$ cat src/rtl/pipe_pkg.sv
// Shared types for the skid-buffered pipeline register.
package pipe_pkg;

  localparam int OCC_W = 2;

  // Number of held entries equals the encoded state value.
  typedef enum logic [1:0] {
    EMPTY = 2'd0,
    BUSY  = 2'd1,
    FULL  = 2'd2
  } skid_state_t;

  // Map a controller state to the count of held entries.
  function automatic logic [OCC_W-1:0] occ_of(input skid_state_t s);
    logic [OCC_W-1:0] occ;
    case (s)
      EMPTY:   occ = 2'd0;
      BUSY:    occ = 2'd1;
      FULL:    occ = 2'd2;
      default: occ = 2'd0;
    endcase
    return occ;
  endfunction

endpackage

$ cat src/rtl/skid_ctrl.sv
// Handshake controller for a 2-entry skid register: tracks how many entries
// are held and tells the datapath which register to load. All handshake
// outputs decode from the state register only, so out_ready never reaches
// in_ready combinationally.
module skid_ctrl
  import pipe_pkg::*;
(
  input  logic        clk,
  input  logic        reset,
  input  logic        flush,
  input  logic        in_valid,
  input  logic        out_ready,
  output skid_state_t state,
  output logic        in_ready,
  output logic        out_valid,
  output logic        load_main,
  output logic        load_skid,
  output logic        main_from_skid
);

  skid_state_t state_nxt;
  logic        in_fire;
  logic        out_fire;

  assign in_ready  = (state != FULL);
  assign out_valid = (state != EMPTY);
  assign in_fire   = in_valid & in_ready;
  assign out_fire  = out_valid & out_ready;

  // State register; reset discards everything immediately.
  always_ff @(posedge clk or posedge reset) begin
    if (reset) state <= EMPTY;
    else       state <= state_nxt;
  end

  // Next state and load enables; flush wins and suppresses every load.
  always_comb begin
    state_nxt      = state;
    load_main      = 1'b0;
    load_skid      = 1'b0;
    main_from_skid = (state == FULL);
    if (flush) begin
      state_nxt = EMPTY;
    end else begin
      case (state)
        EMPTY: begin
          if (in_fire) begin
            load_main = 1'b1;
            state_nxt = BUSY;
          end
        end
        BUSY: begin
          if (in_fire && out_fire) begin
            load_main = 1'b1;
          end else if (in_fire) begin
            load_skid = 1'b1;
            state_nxt = FULL;
          end else if (out_fire) begin
            state_nxt = EMPTY;
          end
        end
        FULL: begin
          // in_ready is low here, so only the drain path exists.
          if (out_fire) begin
            load_main = 1'b1;
            state_nxt = BUSY;
          end
        end
        default: state_nxt = EMPTY;
      endcase
    end
  end

endmodule

$ cat src/rtl/pipe_skid_reg.sv
// Pipeline-stage register with valid/ready on both sides and a skid entry,
// giving full throughput with registered in_ready. The main register always
// holds the head entry and drives out_data directly.
module pipe_skid_reg
  import pipe_pkg::*;
#(
  parameter int              SIZE      = 64,
  parameter logic [SIZE-1:0] RESET_VAL = '0
) (
  input  logic             clk,
  input  logic             reset,
  input  logic             flush,
  input  logic             in_valid,
  output logic             in_ready,
  input  logic [SIZE-1:0]  in_data,
  output logic             out_valid,
  input  logic             out_ready,
  output logic [SIZE-1:0]  out_data,
  output logic [OCC_W-1:0] occupancy
);

  skid_state_t     state;
  logic            load_main;
  logic            load_skid;
  logic            main_from_skid;
  logic [SIZE-1:0] main_p1;
  logic [SIZE-1:0] skid_p1;
  logic [SIZE-1:0] main_in;

  skid_ctrl u_ctrl (
    .clk            (clk),
    .reset          (reset),
    .flush          (flush),
    .in_valid       (in_valid),
    .out_ready      (out_ready),
    .state          (state),
    .in_ready       (in_ready),
    .out_valid      (out_valid),
    .load_main      (load_main),
    .load_skid      (load_skid),
    .main_from_skid (main_from_skid)
  );

  // When draining from FULL the skid entry moves forward; otherwise new data enters.
  assign main_in = main_from_skid ? skid_p1 : in_data;

  // ---- stage boundary: input -> held entries ----

  // Head register; loads only on an accepted word or a skid promotion.
  always_ff @(posedge clk or posedge reset) begin
    if (reset)          main_p1 <= RESET_VAL;
    else if (load_main) main_p1 <= main_in;
  end

  // Skid register; captures the word accepted while the head is stalled.
  always_ff @(posedge clk or posedge reset) begin
    if (reset)          skid_p1 <= RESET_VAL;
    else if (load_skid) skid_p1 <= in_data;
  end

  assign out_data  = main_p1;
  assign occupancy = occ_of(state);

endmodule

$ cat config.mk
export PLATFORM = sky130hd
export DESIGN_NAME = pipe_skid_reg
export DESIGN_NICKNAME = d
export VERILOG_FILES = /design/src/rtl/pipe_pkg.sv /design/src/rtl/skid_ctrl.sv /design/src/rtl/pipe_skid_reg.sv
export SDC_FILE = /design/constraint.sdc
export NUM_CORES = 1
export LEC_CHECK = 0
export ABC_CLOCK_PERIOD_IN_PS = 10050
export CAP_MARGIN = 20
export CORE_MARGIN = 3
export CORE_UTILIZATION = 53
export CTS_BUF_LIST = sky130_fd_sc_hd__clkbuf_4 sky130_fd_sc_hd__clkbuf_8 sky130_fd_sc_hd__clkbuf_16
export CTS_CLUSTER_SIZE = 24
export DETAILED_ROUTE_END_ITERATION = 16
export MAX_ROUTING_LAYER = met4
export PLACE_DENSITY_LB_ADDON = 0.12
export SLEW_MARGIN = 0
export SYNTH_ARGS = -nofsm -noshare
export SYNTH_HDL_FRONTEND = slang
export SYNTH_HIERARCHICAL = 1
export SYNTH_SLANG_ARGS = --single-unit
$ cat constraint.sdc
create_clock -name clk -period 10.05 [get_ports clk]
set_input_delay 2.01 -clock clk [delete_from_list [all_inputs] [get_ports clk]]
set_output_delay 2.01 -clock clk [all_outputs]
set_load 0.005 [all_outputs]
Yosys cells after proc, flatten, opt, wreduce, memory -nomap -nowiden
Cells that the tools add are included.
Storage, ports and cells
  bits in registers: 130
  input bits: 69
  output and inout bits: 68
Operators by class
  equal/unequal tests: 7
  muxes and demuxes: 17
  bitwise logic cells: 2
  reductions and logical operators: 4
Operators with widths (count)
  $mux W64: 1
  $mux W2: 6
  $mux W1: 7
  $ne A3 B2 Y1 const B: 2
  $pmux W2 S3: 1
  $ne A4 B2 Y1 const B: 1
  $pmux W2 S2: 1
  $reduce_and A4 Y1: 1
  $ne A3 B3 Y1 const B: 1
  $pmux W1 S3: 1
  $and A1 B1 Y1: 2
  $eq A2 B1 Y1 const B: 1
  $eq A2 B2 Y1 const B: 1
  $logic_not A2 Y1: 1
  $ne A2 B2 Y1 const B: 1
  $reduce_bool A2 Y1: 1
  $logic_and A1 B1 Y1: 1

Depth between registers and ports, before layout
  depth after elaboration: 7
  gate-level depth with buffers: 7
  gate-level depth less buffers: 5

By module
Netlist, hierarchy kept.
By module, submodules not included
  pipe_skid_reg: instances 1, cells each 415, area each 5380.2 um^2, seq. area each 3203.1 um^2
  skid_ctrl: instances 1, cells each 16, area each 130.1 um^2, seq. area each 50.0 um^2

Worst setup path after synthesis
OpenSTA, ideal clock, no wires.
  path kind: input to register
  start: input in_valid
  end: register skid_p1[0]
  library setup time: 0.125 ns
  arrival: 3.031 ns
  required time: 9.925 ns
  slack: 6.894 ns
  stages: 5
  path buffers: 2
  cells stage by stage: nor2b_1 > nor3b_1 > buf_4 > buf_6 > mux2_2
On the way
  longest elaborated chain between the ends: 5
RTL lines
  start, declared: line pipe_skid_reg.sv:13  | input logic in_valid,
  $and A1 B1 Y1 *: line skid_ctrl.sv:27  | assign in_fire = in_valid & in_ready;
  $mux W1 / $logic_and A1 B1 Y1 (equally long branches): line skid_ctrl.sv:55, skid_ctrl.sv:53
  $mux W1 *: line skid_ctrl.sv:53  | if (in_fire && out_fire) begin
  $mux W1 *: line skid_ctrl.sv:45  | case (state)
  $mux W1 *: line skid_ctrl.sv:42  | if (flush) begin
  net load_skid: line pipe_skid_reg.sv:24  | logic load_skid;
  end signal, assigned: line pipe_skid_reg.sv:58  | else if (load_skid) skid_p1 <= in_data;
  end, declared: line pipe_skid_reg.sv:27  | logic [SIZE-1:0] skid_p1;
Mark *: on every way through the listed nets, which the timed path passes. The rest lies on a longest branch.
A chain may end at the register's enable or synchronous reset.

Worst setup path in the final report
  start: input out_ready
  end: register main_p1[31] (netlist: out_data[31])
On the way
  longest elaborated chain between the ends: 5
RTL lines
  start, declared: line pipe_skid_reg.sv:17  | input logic out_ready,
  $and A1 B1 Y1 *: line skid_ctrl.sv:28  | assign out_fire = out_valid & out_ready;
  $logic_and A1 B1 Y1: line skid_ctrl.sv:53
  $mux W1: line skid_ctrl.sv:53
  $pmux W1 S3 *: line skid_ctrl.sv:45
  $mux W1 *: line skid_ctrl.sv:42
  net load_main: line pipe_skid_reg.sv:23  | logic load_main;
  end signal, assigned: line pipe_skid_reg.sv:52  | else if (load_main) main_p1 <= main_in;
  end, declared: line pipe_skid_reg.sv:26  | logic [SIZE-1:0] main_p1;
Marks and branches as above.

==> reports/results.ini <==
[clock_tree]
clockBufferDepth = 2
clk_pin_slew_worst_paths_ps = 50
cts_hold_buf = 0
post_cts_buffers = 0
root_buffer = clkbuf_8
ctsResizeCount = 0
numCtsBuffers = 17
cts_tree = done
clk_latency_ps = 500
cts.sinks = 130
cts_max_level = 4

[sta]
fin_setup_tns_ps = 0
rsz0062_at_grt = false
slew_violations = 0
clock_skew_ps = 7.67
hold_ws_ps = 503
final_hold_viol_count = 0
layout_setup_ws_ps = 5760
fmax_mhz = 233
worst_slew_pin_slew_ps = 967
maxSlewHeadroom_pct = 35.5
period_minus_slack_ps = 4290
setup_viol = 0
finalCritPeriodShare_pct = 42.7

[cells_and_area]
final_cell_mix = clkdlybuf4s50_1, dfrtp_1, a21oi_1
area_growth_pct = 35.4
final_common_cell = clkdlybuf4s50_1
antenna_cells = 0
finalNonFillerCells = 708
drive_gt1_share_pct = 18.3
nNetsFinal = 632
fillers = 675

[routing]
wl_per_cell_um = 16.3
drtIter0Drc = 150
first_pass_iters = 4
route.detailed.drc = 0
avgViaCountPerCell = 5.27
vias = 3731
totalWireLength_um = 11600
ant_nets = 0

[die]
core_region_area_um2 = 9950
die_area_um2 = 11700
num_rows = 36
start_util_pct = 55.4
io_pins = 137
die_width_um = 108
die_h_um = 108

[power_and_ir_drop]
power_frac_comb_pct = 17.7
p_total_mw = 1.58
vdd_drop_max_mv = 0.118
p_sw_uw = 383
intPower_mw = 1.20
switching_share_pct = 24.2
power_density_nw_per_um2 = 212
p_leak_nw = 3.03
p_seq_share_pct = 44.5
clkPwrFrac_pct = 37.8

[synth]
synth.lib_cells_used.distinct = 22
ys_ff_latch = 130
avgSynthCellArea_um2 = 12.8
yosysWarnings = 6
synth_area_um2 = 5510
synth_seq_area_share_pct = 59.0
syn_inst = 431
synth_flop_cell = dfrtp_1
synth_nets = 500
async_reset_ff_share_pct = 100
synth_edf_count = 0

[grt]
first_global_vias = 3862
grt_max_degree = 99
grt_pass1_wl_um = 18700
overflow = 0
antenna_found_initial = 0
grt_usage_pct = 21.0

[min_path]
hp-class = register to register
hold-path-cell-count = 1

[worst_setup_path]
rr_worst_depth = 6
critPathKind = input port to register
critical_path.startpoint_type = input port
worstPathRequired_ps = 10460
worstSetupEndpointType = register
cp_max_fo = 98
crit_arrival_ps = 4700

[placed_design]
numPortBuffers = 136
gp_congestion = 0.737
dp.final_hpwl_um = 7490
placed_cells = 676
preCtsSetupSlack_ps = 5330

[outcome]
status = complete, no violations

[job]
cap_violations = 0

[kinds of logic after synthesis]
| logic type | share of synthesized area [%] |
|---|---|
| flip-flops | 59.0 |
| multiplexers | 24.7 |
| AND/OR/NAND/NOR | 5.61 |
| AO/OA/AOI/OAI | 6.11 |
| buffers and inverters | 4.54 |
[per-stage QoR]
stage,utilization [%],cell area [µm²]
floorplan,-,5510
global placement,68.8,6850
detailed placement,68.8,6850
CTS,74.7,7440
global route,75.0,7460
finish,75.0,7460
[sequential cells by signal, indices dropped and copies added, names as in the netlist]
signal,count
out_data,64
skid_p1,64
u_ctrl/state,2
[layout make-up]
type                            count  area (µm²)  area share (%)
Sequential cell                   130        3250            43.6
Multi-Input combinational cell    270        2030            27.1
Timing Repair Buffer              141        1420            19.0
Clock buffer                       18         422            5.65
Tap cell                          133         166            2.23
Clock inverter                     13         164            2.20
Inverter                            3        13.8           0.184
[final timing paths]
| check | from | slack, ps | end |
|---|---|---|---|
| worst max-delay path | out_ready | 5760 | out_data[31] |
| worst min register to register | skid_p1[30] | 500 | skid_p1[30] |
| worst min-delay path | skid_p1[30] | 500 | skid_p1[30] |
| max in group asynchronous | reset | 7110 | out_data[27] |
| worst max register to register | u_ctrl/state[1] | 7310 | out_data[31] |
| min in group asynchronous | reset | 1760 | u_ctrl/state[1] |
[worst max-delay path, cell delays in order]
cell and delay, ps:
clkdlybuf4s50_1 490, nand2b_1 170, nand2_1 130, a21oi_4 650, buf_4 820, nor2_1 140, a21oi_1 180
[power by group through the flow]
stage | Sequential [mW] | Clock [mW] | Combinational [mW]
2_1_floorplan | 0.698 | 0 | 0.133
3_3_place_gp | 0.703 | 0 | 0.270
3_5_place_dp | 0.710 | 0 | 0.282
4_1_cts | 0.703 | 0.609 | 0.283
5_1_grt | 0.717 | 0.635 | 0.307
6_report | 0.704 | 0.598 | 0.279
[cells in the mapped netlist (2+ instances only)]
library cell | number | area share [%]
mux2i_1 | 64 | 12
buf_8 | 6 | 1.6
nor2b_1 | 3 | 0.34
buf_6 | 7 | 1.4
clkbuf_1 | 4 | 0.27
mux2_2 | 64 | 13
inv_1 | 3 | 0.20
nor2_1 | 64 | 4.4
buf_1 | 2 | 0.14
a21oi_1 | 66 | 6.0
dfrtp_1 | 130 | 59
buf_2 | 8 | 0.73
[per-layer routing]
layer	track usage, %	up-vias	wire length (µm)	part of all wire [%]
met3	5.31	7	714	6.2
li1	-	1761	-	-
met5	-	-	0	0
met1	27.9	1842	5200	45
met2	32.6	121	5600	48
met4	5.41	0	57	0.49
Note: power is estimated with default switching activity, not from simulation.
